[src/rtl/skinny_msk_pkg.sv]
// Shared constants and byte-level helpers for the masked Skinny-128-384 TK3 schedule.
// Cells are 8-bit; each cell holds d Boolean shares packed side by side.
package skinny_msk_pkg;

  localparam int W     = 8;
  localparam int CELLS = 16;

  // new_cell[i] = old_cell[PERM[i]]
  localparam int TK_PERM     [CELLS] = '{9, 15, 8, 13, 10, 14, 12, 11, 0, 1, 2, 3, 4, 5, 6, 7};
  localparam int TK_PERM_INV [CELLS] = '{8, 9, 10, 11, 12, 13, 14, 15, 2, 0, 4, 7, 6, 3, 5, 1};

  typedef enum logic [1:0] {
    IDLE = 2'd0,
    WALK = 2'd1,
    FIN  = 2'd2
  } tk_state_e;

  function automatic logic [W-1:0] lfsr3(input logic [W-1:0] x);
    return {x[0] ^ x[6], x[7:1]};
  endfunction

  function automatic logic [W-1:0] inv_lfsr3(input logic [W-1:0] y);
    return {y[6:0], y[7] ^ y[5]};
  endfunction

endpackage

[src/rtl/msk_inv_tk_round.sv]
// One inverse TK3 round, applied share-wise: inverse LFSR3 on cells 8..15,
// then the inverse cell permutation. Purely linear, so shares never mix.
module msk_inv_tk_round
  import skinny_msk_pkg::*;
#(
  parameter int d = 2
) (
  input  logic [CELLS*W*d-1:0] k_i,
  output logic [CELLS*W*d-1:0] k_o
);

  logic [CELLS*W*d-1:0] lf;

  for (genvar c = 0; c < CELLS; c++) begin : g_cell
    for (genvar s = 0; s < d; s++) begin : g_share
      if (c >= 8) begin : g_lfsr
        assign lf[(c*d+s)*W +: W] = inv_lfsr3(k_i[(c*d+s)*W +: W]);
      end else begin : g_pass
        assign lf[(c*d+s)*W +: W] = k_i[(c*d+s)*W +: W];
      end
    end
    assign k_o[c*d*W +: d*W] = lf[TK_PERM_INV[c]*d*W +: d*W];
  end

endmodule

[src/rtl/msk_inv_tweakey_gen.sv]
// Masked inverse TK3 tweakey walker: loads a final-round tweakey and steps it
// backward one round per accepted step, feeding round keys in reverse order.
module msk_inv_tweakey_gen
  import skinny_msk_pkg::*;
#(
  parameter int d    = 2,
  parameter int NR_W = 6
) (
  input  logic                 clk_i,
  input  logic                 rst_i,
  input  logic                 start_i,
  input  logic [NR_W-1:0]      n_steps_i,
  input  logic                 step_i,
  input  logic [CELLS*W*d-1:0] k_i,
  output logic [CELLS*W*d-1:0] k_o,
  output logic                 busy_o,
  output logic                 done_o,
  output logic [NR_W-1:0]      rnd_o,
  output tk_state_e            state_o
);

  // Handshake: start_i is a single-cycle command accepted in every state and
  // overrides step_i; step_i is accepted only while busy_o=1, and each accepted
  // step updates k_o and rnd_o on that edge. done_o is a one-cycle pulse.

  tk_state_e state_q, state_d;
  (* keep = "true" *) logic [CELLS*W*d-1:0] k_q;
  logic [CELLS*W*d-1:0] k_d;
  logic [CELLS*W*d-1:0] k_step;
  logic [NR_W-1:0]      rnd_q, rnd_d;

  msk_inv_tk_round #(.d(d)) u_round (
    .k_i (k_q),
    .k_o (k_step)
  );

  always_ff @(posedge clk_i) begin
    if (rst_i) begin
      state_q <= IDLE;
      k_q     <= '0;
      rnd_q   <= '0;
    end else begin
      state_q <= state_d;
      k_q     <= k_d;
      rnd_q   <= rnd_d;
    end
  end

  always_comb begin
    state_d = state_q;
    k_d     = k_q;
    rnd_d   = rnd_q;
    if (start_i) begin
      k_d     = k_i;
      rnd_d   = n_steps_i;
      state_d = (n_steps_i == '0) ? FIN : WALK;
    end else begin
      case (state_q)
        WALK: begin
          // rnd_q is never 0 in WALK; the guard keeps the counter from wrapping.
          if (step_i && rnd_q != '0) begin
            k_d   = k_step;
            rnd_d = rnd_q - NR_W'(1);
            if (rnd_q == NR_W'(1)) state_d = FIN;
          end
        end
        FIN:     state_d = IDLE;
        default: state_d = state_q;
      endcase
    end
  end

  assign k_o     = k_q;
  assign rnd_o   = rnd_q;
  assign busy_o  = (state_q == WALK);
  assign done_o  = (state_q == FIN);
  assign state_o = state_q;

endmodule

[config.mk]
export PLATFORM = sky130hd
export DESIGN_NAME = msk_inv_tweakey_gen
export DESIGN_NICKNAME = d
export VERILOG_FILES = /design/src/rtl/skinny_msk_pkg.sv /design/src/rtl/msk_inv_tk_round.sv /design/src/rtl/msk_inv_tweakey_gen.sv
export SDC_FILE = /design/constraint.sdc
export NUM_CORES = 1
export LEC_CHECK = 0
export BUFFER_PORTS_ARGS = -buffer_cell sky130_fd_sc_hd__buf_4
export CAP_MARGIN = 5
export CORE_AREA = 2 2 208 210
export CTS_BUF_LIST = sky130_fd_sc_hd__clkbuf_16
export DETAILED_ROUTE_END_ITERATION = 8
export DIE_AREA = 0 0 210 212
export SLEW_MARGIN = 20
export SYNTH_ARGS = -nofsm -noshare
export SYNTH_HDL_FRONTEND = slang
export SYNTH_SLANG_ARGS = --single-unit
export TNS_END_PERCENT = 1
[constraint.sdc]
create_clock -name clk_i -period 1.82 [get_ports clk_i]
set_input_delay 0.364 -clock clk_i [delete_from_list [all_inputs] [get_ports clk_i]]
set_output_delay 0.364 -clock clk_i [all_outputs]
set_load 0.1 [all_outputs]
== After elaboration in Yosys (flattened, before gate mapping) ==
Cells that the tools add are included.

* Register bits after elaboration: 264
* Bits in latches: 0
* Bits in writable memories: 0
* Memory bits (read-only): 0
* Input port bits: 266
* Output and inout port bits: 266
* Logic and storage cells: 44
* Memories kept: 0

* Add/sub/neg operators: 1
* Multipliers: 0
* Div/mod/pow operators: 0
* Order comparisons: 0
* Equal/unequal tests: 5
* Shift-type cells: 0
* Multiplexer cells: 11
* Bitwise operators: 16
* Reduce and logical (&&, ||, !) cells: 8

{| class="wikitable"
|+ Operator list
! cell !! number
|-
| 256-bit two-way mux || 3
|-
| 6-bit two-way mux || 3
|-
| 1-bit XOR || 16
|-
| 2-bit two-way mux || 4
|-
| 6-bit by 1-bit equality test with 1-bit output, second input constant || 1
|-
| 6-bit zero test || 1
|-
| 3-bit by 2-bit inequality test with 1-bit output, second input constant || 2
|-
| 6-bit nonzero test || 1
|-
| 6-bit by 1-bit subtractor with 6-bit output, second input constant || 1
|-
| 2-bit one-hot mux with 2 select lines || 1
|-
| 2-bit nonzero test || 2
|-
| 3-bit AND reduction || 1
|-
| 3-bit nonzero test || 1
|-
| 2-bit by 1-bit equality test with 1-bit output, second input constant || 1
|-
| 2-bit equality test, second input constant || 1
|-
| 2-bit AND reduction || 1
|-
| 1-bit logical AND || 1
|}

== Logic depth before layout (Yosys ltp) ==
Gate-level depths: netlist of run 1.

* Word-level depth: 5
* Gate-level depth with buffers: 7
* Gate-level depth less buffers: 5

== By module ==
A second synthesis of run 1 with hierarchy kept.

* Cell total of the unflattened synthesis: 2,088
* Area total of the unflattened synthesis: 16,920.0 um2

{| class="wikitable"
|+ By module, submodules not included
! module !! instances !! cells an instance !! area each (um2) !! sequential area each (um2)
|-
| msk_inv_tweakey_gen || 1 || 1,832 || 14,978.1 || 5,285.1
|-
| msk_inv_tk_round || 1 || 256 || 1,941.9 || 0.0
|}

== Worst setup path before layout of run 1 ==
Ideal clock, no wire load.

* Path type: register -> register
* Start point: register state_q[1], in the netlist state_o[1]
* End point: register state_q[1], in the netlist state_o[1]
* Library setup time: 0.134 ns
* Data arrival time: 2.720 ns
* Path slack: -1.033 ns
* Cell stages (with the launch flop): 4
* Buffers on the path: 0
* Period minus slack after synthesis: 2.853 ns
* Path through: dfxtp_1 nor2b_1 a2bb2oi_1 a211oi_1

* Cells in the longest elaborated chain, start to end: 3

{| class="wikitable"
|+ Ends and longest elaborated chain
! what !! RTL line !! source
|-
| from (decl) || msk_inv_tweakey_gen.sv:26 || <nowiki>tk_state_e state_q, state_d;</nowiki>
|-
| from (signal assigned) || msk_inv_tweakey_gen.sv:43 || <nowiki>state_q <= state_d;</nowiki>
|-
| 2-bit equality test * || -- ||
|-
| via done_o || msk_inv_tweakey_gen.sv:17 || <nowiki>output logic done_o,</nowiki>
|-
| 2-bit one-hot mux with 2 select lines / 3-bit nonzero test (equally long branches) || -- ||
|-
| 2-bit two-way mux / 3-bit AND reduction (equally long branches) || -- ||
|}

The timed path passes the listed nets; every way through them passes the cells marked *.
A chain may end at the register's enable or synchronous reset.

== Worst setup path in the final report of run 1 ==
* Start point: register rnd_q[2], in the netlist rnd_o[2]
* End point: register k_q[68], in the netlist k_o[68]

* Cells in the longest elaborated chain, start to end: 4

{| class="wikitable"
|+ Ends and longest elaborated chain
! what !! RTL line !! source
|-
| from (decl) || msk_inv_tweakey_gen.sv:30 || <nowiki>logic [NR_W-1:0] rnd_q, rnd_d;</nowiki>
|-
| from (signal assigned) || msk_inv_tweakey_gen.sv:45 || <nowiki>rnd_q <= rnd_d;</nowiki>
|-
| 6-bit nonzero test || msk_inv_tweakey_gen.sv:61 || <nowiki>if (step_i && rnd_q != '0) begin</nowiki>
|-
| 1-bit logical AND || msk_inv_tweakey_gen.sv:61 ||
|-
| 2-bit nonzero test (no source line) || -- ||
|-
| 2-bit AND reduction (no source line) || -- ||
|-
| to (signal assigned) || msk_inv_tweakey_gen.sv:44 || <nowiki>k_q <= k_d;</nowiki>
|-
| to (decl) || msk_inv_tweakey_gen.sv:27 || <nowiki>(* keep = "true" *) logic [CELLS*W*d-1:0] k_q;</nowiki>
|}

Every way passes these cells.

==> metrics.md, run 1 <==
| Metric | Value |
|---|---|
| Min cycle time layout | `2050 ps` |
| Slew margin rel. | `0.581` |
| # fillers | `4064` |
| Ys Warns | `0` |
| Worst IR drop on VDD | `0.711 mV` |
| Levels on crit path | `9` |
| R2r setup slk | `-230 ps` |
| Crit. End Element | `register` |
| Worst Tran Pin Value | `627 ps` |
| Post-synth top area cell | `dfxtp_1` |
| Final Hold Fails | `0` |
| Critical Path RT | `2290 ps` |
| Area grow syn2layout | `40.8%` |
| Detailed Route WL | `70.6 mm` |
| Routed Antenna Nets | `0` |
| RSZ-0062 raised after global routing | `yes` |
| CP bufs+invs | `6` |
| Setup violators final | `251` |
| Most common cell after layout, fill and taps aside | `buf_4` |
| Io pins | `532` |
| DR vias | `16500` |
| FF+latch area | `5320 um^2` |
| Share of cells above drive strength 1 | `0.392` |
| Crit-path max cell delay | `350 ps` |
| Synth top area share | `0.347` |
| Fin nets | `2437` |
| GPL Wtd Cong | `0.952` |
| Clock sink count | `264` |
| Grt ovf | `0` |
| Power density over cell area | `1000 nW/um^2` |
| Global-route wire length before repair | `99.0 mm` |
| GRT Total Usage | `0.290` |
| Largest net degree at the start of global routing | `81` |
| Class of the worst hold path | `in -> reg` |
| FFs w/ async S/R, synth | `0` |
| Run status | `complete, but fails checks` |
| RR Startpoint | `rnd_o[2]` |
| CP Cell Sequence | `buf_12, nor4_4, buf_4, buf_12, buf_6, clkbuf_16, a2111oi_1, buf_4, a2111oi_2` |
| Number of flops mapped to enable cells by yosys | `0` |
| DRT Pass-1 Iters | `5` |
| FP Rows | `76` |
| Syn Nets | `2134` |
| Most frequent cells in the layout | `buf_4, nor2_1, a2111oi_0` |
| CP arrival | `2520 ps` |
| Worst Reg-to-Reg Cells | `9` |
| Max FO, Critical Path | `9` |
| Starting DRT DRC Count | `1770` |
| Die H | `212 um` |
| Clock tree buffer depth | `3` |
| Die area | `44500 um^2` |
| Slowest cell on the critical path | `dfxtp_4` |
| Clk root buf | `clkbuf_16` |
| Clk pin slew, worst setup/hold paths | `60 ps` |
| Cell variety after synth | `39` |
| Violated checks | `setup timing` |
| Clock skew | `17.3 ps` |
| Worst setup SP type | `register` |
| Crit path kind | `reg -> reg` |
| Critical Path Start | `rnd_o[2]` |
| Total CTS buffers | `31` |
| Core Area | `42500 um^2` |
| Final worst setup slack | `-233 ps` |
| Worst Hold Slack | `32.8 ps` |
| # H-tree levels | `1` |
| Antenna violations before repair | `7` |
| Starting density of the core | `0.358` |
| Synthesized area per cell | `8.16 um^2` |
| Die width | `210 um` |
| Synth Instances | `1866` |
| P_leak | `8.65 nW` |
| Fin crit share | `1.13` |
| Clk Latency, worst-skew pair | `580 ps` |
| Vias in the first global route | `15400` |
| Multi-input logic area | `7590 um^2` |
| Post-DR vias/cell | `6.03` |
| Synthesized flop and latch total | `264` |
| WL/cell | `25.7 um` |
| Cell area after synthesis | `15200 um^2` |
| Dominant cells by area after synthesis | `dfxtp_1, a2111oi_0, buf_4` |
| Worst path top cell family by delay | `buffers and inverters` |
| Fmax achieved | `487 MHz` |
| Top FF cell, synth | `dfxtp_1` |
| Sum Neg Setup Slack | `-31000 ps` |
| Post-synthesis sequential area ratio | `0.347` |
| FF-to-FF End | `k_o[68]` |
| Max Slew Vio Count | `0` |
| Max-cap violation count | `0` |
| Port bufs | `531` |
| Critical Path End | `k_o[68]` |
| TritonCTS clock tree | `yes` |
| Post-DP HPWL | `50.8 mm` |
| DR DRC count | `0` |
cells in the mapped netlist, types with 16 or more instances:
library cell,count
nor2_1,470
a2111oi_0,450
buf_4,273
dfxtp_1,264
clkbuf_1,163
buf_2,41
inv_1,22
nand2_1,19
nor3_1,19
a21oi_1,18
o41ai_1,18
a211oi_1,17
o211ai_1,17
o311a_1,16
xor2_1,16
power breakdown:
group	switching [W]	leakage [nW]	internal [W]	total, W
combinational	0.00589	5.95	0.00242	0.00831
clock	0.00266	0.501	0.00352	0.00618
sequential	0.000686	2.20	0.00629	0.00697
repair_timing:
| item | in CTS | in global routing |
|---|---|---|
| resized for setup | 62 | 225 |
| setup buffers | 0 | 11 |
| hold endpoints to repair | 13 | 0 |
| pin swaps | 48 | 99 |
| hold buffers | 13 | 0 |
| cloned | 0 | 13 |
| setup endpoints to repair | 272 | 264 |
layout make-up:
| type | instances | area share |
|---|---|---|
| well taps | 546 | 0.0319 |
| repair buffers | 755 | 0.315 |
| inverters | 23 | 0.00438 |
| clock inverters | 26 | 0.00981 |
| clock buffers | 31 | 0.0362 |
| diodes | 3 | 0.000350 |
| multi-input cells | 1094 | 0.354 |
| flip-flops and latches | 264 | 0.248 |
per-stage QoR:
step                      instances  utilization  total power [W]  setup slack [ps]  area [um^2]
final                          2742        0.504           0.0215              -233        21400
after global routing           2742        0.504           0.0221              -269        21400
after CTS                      2719        0.479           0.0209              -167        20400
after detailed placement       2649        0.449           0.0146              -253        19100
after global placement         2649        0.449           0.0146              -325        19100
after floorplan                1866            -           0.0126              -157        15300
metal layers:
layer,wire length (um),GRT usage,up-vias
met4,2380,0.0998,4
met5,22,0,-
li1,-,-,7465
met2,32500,0.457,834
met3,5360,0.0526,125
met1,30400,0.398,8093
worst reg2reg max path, delay by kind of cell (launching register included):
family	cells	cell delay, ps
and+or+nand+nor	1	230
AOI/OAI and AO/OA	2	440
DFF	1	350
buffers and inverters	6	940
flip-flops by register name (all words and copies together) (netlist names):
name	cells
k_o	256
rnd_o	6
state_o	2
worst min path at each step:
| stage | slack (ps) | cells after the start | start | end |
|---|---|---|---|---|
| after global placement | 530 | 2 | k_o[154] | k_o[154] |
| after detailed placement | 530 | 2 | k_o[182] | k_o[182] |
| final | 30 | 3 | k_i[0] | k_o[0] |
| after global routing | 2 | 3 | k_i[8] | k_o[8] |
| after CTS | 4 | 3 | k_i[56] | k_o[56] |
| after floorplan | 470 | 2 | k_i[0] | k_o[0] |
kinds of logic after synthesis:
| group | Yosys count | share of synthesized area |
|---|---|---|
| AO/OA/AOI/OAI | 547 | 0.309 |
| flip-flops | 264 | 0.347 |
| buffers and inverters | 508 | 0.196 |
| AND/OR/NAND/NOR | 529 | 0.137 |
| adder cells (fa/ha/maj) | 2 | 0.00164 |
| XOR/XNOR | 16 | 0.00920 |
Note: power is estimated with default switching activity, not from simulation.
==> run 2: changes to the inputs <==
SKIP_CTS_REPAIR_TIMING = 1   (was unset)
==> metrics.md, run 2 (synthesized netlist as in run 1, its figures left out) <==
| Metric | Value |
|---|---|
| Grt ovf | `0` |
| Die area | `44500 um^2` |
| WL/cell | `25.5 um` |
| Worst setup SP type | `register` |
| FP Rows | `76` |
| P_leak | `8.53 nW` |
| Worst IR drop on VDD | `0.726 mV` |
| Violated checks | `setup timing` |
| Worst Tran Pin Value | `651 ps` |
| Crit path kind | `reg -> reg` |
| Global-route wire length before repair | `98.7 mm` |
| CP bufs+invs | `4` |
| Post-DR vias/cell | `5.98` |
| Slowest cell on the critical path | `a2111oi_1` |
| Share of cells above drive strength 1 | `0.384` |
| DRT Pass-1 Iters | `5` |
| Area grow syn2layout | `38.2%` |
| # fillers | `4068` |
| Crit. End Element | `register` |
| DP Cell Count | `2649` |
| RSZ-0062 raised after global routing | `yes` |
| Max reg flops | `256` |
| Combinational Power Share | `0.381` |
| Slew margin rel. | `0.565` |
| Post-DP HPWL | `50.8 mm` |
| Min cycle time layout | `2030 ps` |
| DR DRC count | `0` |
| Core Area | `42500 um^2` |
| Clock tree buffer depth | `3` |
| P_sw | `0.00914 W` |
| Most common cell after layout, fill and taps aside | `buf_4` |
| GRT Total Usage | `0.289` |
| Total CTS buffers | `31` |
| GPL Wtd Cong | `0.952` |
| P_int | `0.0121 W` |
| Antenna violations before repair | `6` |
| Setup violators final | `246` |
| Class of the worst hold path | `in -> reg` |
| Clk pin slew, worst setup/hold paths | `60 ps` |
| Clk Latency, worst-skew pair | `580 ps` |
| Largest net degree at the start of global routing | `81` |
| Die width | `210 um` |
| Most frequent cells in the layout | `buf_4, nor2_1, a2111oi_0` |
| Clk root buf | `clkbuf_16` |
| Switch share | `0.431` |
| Dpl cell area | `19100 um^2` |
| # H-tree levels | `1` |
| Max FO, Critical Path | `31` |
| Run status | `complete, but fails checks` |
| Cell Count, Final, Fillers Out | `2730` |
| Die H | `212 um` |
| Power density over cell area | `1010 nW/um^2` |
| Fmax achieved | `492 MHz` |
| Detailed Route WL | `69.5 mm` |
| Final Hold Fails | `0` |
| Starting density of the core | `0.358` |
| Clock skew | `10.9 ps` |
| Vias in the first global route | `15300` |
| Port bufs | `531` |
| Most frequent CP cell | `buf_12` |
| Crit-path max cell delay | `400 ps` |
| Max-cap violation count | `0` |
| CP arrival | `2480 ps` |
| Clock Power Share | `0.291` |
| Fin nets | `2425` |
| Worst path top cell family by delay | `buffers and inverters` |
| Starting DRT DRC Count | `1725` |
| Clock sink count | `264` |
| Routed Antenna Nets | `0` |
| Fin area | `21000 um^2` |
| DR vias | `16300` |
| Io pins | `532` |
| Final worst setup slack | `-213 ps` |
| Fin crit share | `1.12` |
| TritonCTS clock tree | `yes` |
| Max Slew Vio Count | `0` |
| CP Cell Sequence | `buf_6, nor4_4, buf_12, buf_12, a2111oi_0, buf_4, a2111oi_1` |
| Critical Path RT | `2260 ps` |
| Seq pwr share | `0.329` |
[run 2: stage by stage]
| step | hold WS (ps) | utilization | setup slack (ps) | TNS, ps | power, W |
|---|---|---|---|---|---|
| 6_report | 1.10 | 0.495 | -213 | -26360 | 0.0212 |
| 5_1_grt | 2.16 | 0.495 | -259 | -39480 | 0.0219 |
| 4_1_cts | -40.2 | 0.472 | -226 | -32660 | 0.0208 |
| 3_5_place_dp | 534 | 0.449 | -253 | -27000 | 0.0146 |
| 3_3_place_gp | 526 | 0.449 | -325 | -24820 | 0.0146 |
| 2_1_floorplan | 467 | - | -157 | -31430 | 0.0126 |
[run 2: per-layer routing]
| layer | vias up | track usage | share of wire |
|---|---|---|---|
| met1 | 7978 | 0.397 | 0.44 |
| met5 | - | 0 | 0.00032 |
| met4 | 4 | 0.0922 | 0.032 |
| met2 | 803 | 0.459 | 0.46 |
| li1 | 7422 | - | - |
| met3 | 121 | 0.0524 | 0.069 |
[run 2: final timing paths]
path / from / end / slack [ps] / depth (start not counted)
worst min register to register: k_o[147] / k_o[147] / 540 / 2
worst max-delay path: rnd_o[4] / k_o[30] / -210 / 7
worst max register to register: rnd_o[4] / k_o[30] / -210 / 7
worst min-delay path: k_i[104] / k_o[104] / 1 / 3
[run 2: worst reg2reg max path: cells and delay by family (launching register included)]
family          cells  cell delay [ps]
simple gates        1              340
flops               1              330
compound gates      2              520
buf+inv             4              720
[run 2: power groups by stage]
stage	Combinational, W	Sequential (W)	Clock (W)
after global routing	0.00837	0.00700	0.00652
after CTS	0.00759	0.00693	0.00626
after global placement	0.00753	0.00705	0
after detailed placement	0.00757	0.00706	0
final	0.00808	0.00697	0.00617
after floorplan	0.00579	0.00679	0
[run 2: final cells by class]
class | count | area (um^2) | area share
well taps | 546 | 683 | 0.0325
multi-input cells | 1094 | 7420 | 0.353
repair buffers | 743 | 6530 | 0.310
clock inverters | 26 | 210 | 0.00999
diodes | 3 | 7.51 | 0.000357
flip-flops and latches | 264 | 5320 | 0.253
clock buffers | 31 | 776 | 0.0369
inverters | 23 | 93.8 | 0.00446
